--- config.mk ---
export PLATFORM = sky130hd
export DESIGN_NAME = regfile_scoreboard
export DESIGN_NICKNAME = d
export VERILOG_FILES = /design/src/rtl/regfile_scoreboard.sv
export SDC_FILE = /design/constraint.sdc
export NUM_CORES = 1
export LEC_CHECK = 0
export BUFFER_PORTS_ARGS = -buffer_cell sky130_fd_sc_hd__buf_2
export CAP_MARGIN = 20
export CORE_AREA = 2 2 114 116
export DETAILED_ROUTE_END_ITERATION = 8
export DIE_AREA = 0 0 116 118
export PLACE_DENSITY = 0.87
export SYNTH_ARGS = -nofsm -noshare
export SYNTH_HDL_FRONTEND = slang
export SYNTH_SLANG_ARGS = --single-unit
--- constraint.sdc ---
create_clock -name clock -period 6.4 [get_ports clock]
set_clock_uncertainty 0.15 [all_clocks]
set_input_delay 0.64 -clock clock [delete_from_list [all_inputs] [get_ports clock]]
set_output_delay 0.64 -clock clock [all_outputs]
set_load 0.02 [all_outputs]
--- src/rtl/regfile_scoreboard.sv ---
// Register-file scoreboard for the riscv32i pipeline: counts in-flight writes
// per architectural register, holds issue on RAW hazards and on WAW depth
// saturation, and retires pending writes as writeback completes.
module regfile_scoreboard #(
  parameter int CNT_W     = 2,
  parameter int WB_BYPASS = 1
) (
  input  logic        clock,
  input  logic        reset,
  input  logic        flush,
  input  logic        issue_valid,
  input  logic [4:0]  issue_rs1,
  input  logic [4:0]  issue_rs2,
  input  logic [4:0]  issue_rd,
  input  logic        issue_use_rs1,
  input  logic        issue_use_rs2,
  input  logic        issue_wr_rd,
  output logic        issue_ready,
  input  logic        wb_valid,
  input  logic [4:0]  wb_rd,
  output logic [31:0] busy_mask,
  output logic [31:0] stall_cycles,
  output logic        wb_underflow
);

  localparam logic [CNT_W-1:0] CNT_MAX = {CNT_W{1'b1}};
  localparam logic [CNT_W-1:0] CNT_ONE = CNT_W'(1);

  logic [31:0][CNT_W-1:0] r_cnt;
  logic [31:0]            r_stall;
  logic                   r_underflow;

  logic        w_rs1_busy;
  logic        w_rs2_busy;
  logic        w_rd_sat;
  logic        w_ready;
  logic        w_accept_wr;
  logic        w_retire;
  logic [31:0] w_inc;
  logic [31:0] w_dec;
  logic        w_underflow_set;

  // Hazard detection: a source is busy unless its single pending write is
  // retiring right now (bypass); the saturation check never uses the bypass.
  always_comb begin
    w_rs1_busy = (issue_rs1 != 5'd0) && (r_cnt[issue_rs1] != '0) &&
                 !((WB_BYPASS != 0) && wb_valid && (wb_rd == issue_rs1) &&
                   (r_cnt[issue_rs1] == CNT_ONE));
    w_rs2_busy = (issue_rs2 != 5'd0) && (r_cnt[issue_rs2] != '0) &&
                 !((WB_BYPASS != 0) && wb_valid && (wb_rd == issue_rs2) &&
                   (r_cnt[issue_rs2] == CNT_ONE));
    w_rd_sat   = issue_wr_rd && (issue_rd != 5'd0) && (r_cnt[issue_rd] == CNT_MAX);
    w_ready    = !(issue_use_rs1 && w_rs1_busy) &&
                 !(issue_use_rs2 && w_rs2_busy) && !w_rd_sat;
  end

  // Per-register increment/decrement requests and the underflow condition;
  // an accept and retire of the same register cancel, even from zero.
  always_comb begin
    w_accept_wr     = issue_valid && w_ready && issue_wr_rd && (issue_rd != 5'd0);
    w_retire        = wb_valid && (wb_rd != 5'd0);
    w_inc           = w_accept_wr ? (32'd1 << issue_rd) : 32'd0;
    w_dec           = w_retire ? (32'd1 << wb_rd) : 32'd0;
    w_underflow_set = w_retire && !flush && (r_cnt[wb_rd] == '0) &&
                      !(w_accept_wr && (issue_rd == wb_rd));
  end

  // Pending-write counters; flush discards the cycle's accept/retire.
  always_ff @(posedge clock or negedge reset) begin
    if (!reset) begin
      r_cnt <= '0;
    end else if (flush) begin
      r_cnt <= '0;
    end else begin
      for (int i = 1; i < 32; i++) begin
        if (w_inc[i] && !w_dec[i]) begin
          r_cnt[i] <= r_cnt[i] + CNT_ONE;
        end else if (w_dec[i] && !w_inc[i] && (r_cnt[i] != '0)) begin
          r_cnt[i] <= r_cnt[i] - CNT_ONE;
        end
      end
    end
  end

  // Stall counter and sticky underflow flag survive flush, cleared only by reset.
  always_ff @(posedge clock or negedge reset) begin
    if (!reset) begin
      r_stall     <= 32'd0;
      r_underflow <= 1'b0;
    end else begin
      if (issue_valid && !w_ready && !flush) begin
        r_stall <= r_stall + 32'd1;
      end
      if (w_underflow_set) begin
        r_underflow <= 1'b1;
      end
    end
  end

  // Busy view of the counters; x0 is never tracked.
  always_comb begin
    busy_mask = 32'd0;
    for (int i = 1; i < 32; i++) begin
      busy_mask[i] = (r_cnt[i] != '0);
    end
  end

  assign issue_ready  = w_ready;
  assign stall_cycles = r_stall;
  assign wb_underflow = r_underflow;

endmodule

==> results_dict.tcl <==
set metrics [dict create \
    slew_headroom 0.269 \
    required_ps 5610 \
    grt_setup_unrepaired "false" \
    vias_per_cell 7.10 \
    start_kind "primary input" \
    post_cts_buffers 0 \
    die_h_um 118 \
    cpMaxStageDelayCell "or4_1" \
    diodes 0 \
    cpMostUsedCell "buf_2" \
    totalWireLength_um 25200 \
    met3_length_um 3000 \
    cts_max_level 3 \
    die_w_um 116 \
    timing.rr.end "r_cnt[45]" \
    drc 0 \
    syn-num-nets 946 \
    dr_wl_met2_um 11300 \
    max_slew.worst_pin.slew_ps 1090 \
    hold_path.class "primary input to asynchronous set/reset pin" \
    r2r_cells 8 \
    antenna_left 0 \
    synth-seq-cells 95 \
    worstPathArrival_ps 3760 \
    cellPowerDensity_nw_per_um2 173 \
    pin_count 94 \
    post-route-period-util 0.710 \
    final_nets 989 \
    cts_buffers 9 \
    irDropWorstVdd_mv 0.284 \
    synthCells 917 \
    hpwl_um 17900 \
    drive_gt1_frac 0.212 \
    synthArstFlopShare 1.00 \
    cts.path.max_buffers 2 \
    syn_area_sq_um 8010 \
    grt_antenna_before_repair 0 \
    power.total_mw 1.51 \
    ys.flop_type "dfrtp_1" \
    root_buffer "clkbuf_16" \
    met1Wirelength_um 9610 \
    synth_common_cells "nand2_1, dfrtp_1, nand3_1" \
    setup.worst_path.class "primary input to output port" \
    synth_edf_count 0 \
    port-buffer-count 92 \
    drv_slew 0 \
    end_kind "output port" \
    outcome "complete, no violations" \
    period_needed_ps 4550 \
    crit_path_start "issue_rs1[1]" \
    max_stage_delay_ps 970 \
    netlist_top_cells_area "dfrtp_1, mux4_2, nand2_1" \
    rows 41 \
    critPathCapture "issue_ready" \
    rrSetupSlack_ps 2300 \
    yosysTopAreaCell "dfrtp_1" \
    syn2layout_area_growth_pct 9.38 \
    routabilityCongestion 1.00 \
    clock_latency_ps 360 \
    wl_per_cell_um 22.2 \
    first_global_vias 7646 \
    dr.pass1.iters 7 \
    path_clk_slew_ps 70 \
    crit_chain "buf_2, mux4_2, mux2i_1, o22ai_1, o31a_1, or4_1, nor2_2, buf_2" \
    leakagePower_nw 3.80 \
    finalSetupTns_ps 0 \
    ctsResizeCount 0 \
    initial_core_util 0.645 \
    die_area_sq_um 13700 \
    yosysMostFrequentCell "nand2_1" \
    syn_avg_cell_area_sq_um 8.73 \
    hold_buffers 0 \
    drtIter0Drc 1238 \
    grt-ovfl-total 0 \
    route.top_layer_used "met4" \
    max_freq_ghz 0.220 \
    synth_top_area_frac 0.297 \
    num_vias 8073 \
    synth_cell_type_count 77 \
    seq_area_frac_synth 0.297 \
    rr_startpoint "r_cnt[43]" \
    grt_max_degree 72 \
    cts_tree "yes" \
    clock-sinks 95 \
    yosysWarningCount 0 \
    grt_pass1_wl_um 40000 \
    setup_viol 0 \
    core_sq_um 12400 \
    track_usage 0.375 \
    crit_fanout 18 \
    max_cap_viol_count 0 \
    finalHoldViolCount 0 \
]
[how the worst min path moves through the flow]
stage | endpoint | start | slack (ps) | depth (start not counted)
finish | r_cnt[39] | reset | 30 | 1
global route | r_cnt[39] | reset | 60 | 1
CTS | r_cnt[39] | reset | 40 | 1
detailed placement | wb_underflow | wb_underflow | 300 | 1
global placement | wb_underflow | wb_underflow | 290 | 1
floorplan | r_cnt[10] | reset | 190 | 0
[metrics by stage]
stage / hold slack [ps] / cells / area (sq um) / setup slack [ps] / utilization
after floorplan: 194 / 917 / 8010 / 2730 / -
after global placement: 289 / 1119 / 8420 / 1920 / 0.678
after detailed placement: 298 / 1120 / 8420 / 1860 / 0.678
after CTS: 42.7 / 1136 / 8750 / 1940 / 0.705
after global routing: 61.1 / 1137 / 8760 / 1760 / 0.705
final: 33.4 / 1137 / 8760 / 1850 / 0.705
[sequential cells by signal, summed over array words and instances (netlist names)]
name	cells
r_cnt	62
stall_cycles	32
wb_underflow	1
[power breakdown]
group / internal, mW / leakage (nW) / total (mW) / switching (mW)
clock: 0.348 / 0.158 / 0.602 / 0.255
combinational: 0.0827 / 2.32 / 0.269 / 0.186
sequential: 0.616 / 1.31 / 0.642 / 0.0259
[layout by cell type, fill, tap and decap left out, types with 28 or more instances in the layout]
cell     netlist  final
dfrtp_1       95     95
buf_2         15     92
mux4_2        28     28
xnor2_1       38     38
mux2i_1       38     38
nand2_1      102    102
nand3_1       54     54
or2_2         34     34
a21oi_1       32     32
nor2_1        49     49
[metal layers]
metal,global-route usage,up-vias
met5,0,-
met4,0.205,0
met3,0.0752,124
met2,0.556,597
met1,0.513,3854
li1,-,3498
[final cells by class]
type	count	area, sq um
tap	172	215
timing repair buffer	100	520
inverter	26	97.6
sequential	95	2380
clock buffer	9	225
clock inverter	7	101
fill	1008	3660
multi-input combinational	728	5220
[worst max-delay path: cells and delay by family]
family                 cells  cell delay, ps
AOI/OAI and AO/OA          2             400
buffers and inverters      2             590
muxes                      2             710
and+or+nand+nor            2            1410
[logic make-up (layout without fill, tap and decap cells)]
| logic type | count (synthesis) | count (layout) | synth area share |
|---|---|---|---|
| multiplexers | 78 | 78 | 0.143 |
| other | 1 | 1 | 0.000468 |
| AO/OA/AOI/OAI | 185 | 185 | 0.166 |
| adder cells (fa/ha/maj) | 1 | 1 | 0.00156 |
| AND/OR/NAND/NOR | 410 | 410 | 0.281 |
| buffers and inverters | 94 | 142 | 0.0534 |
| flip-flops | 95 | 95 | 0.297 |
| XOR/XNOR | 53 | 53 | 0.0580 |
Power figures use the tool's default switching activity.
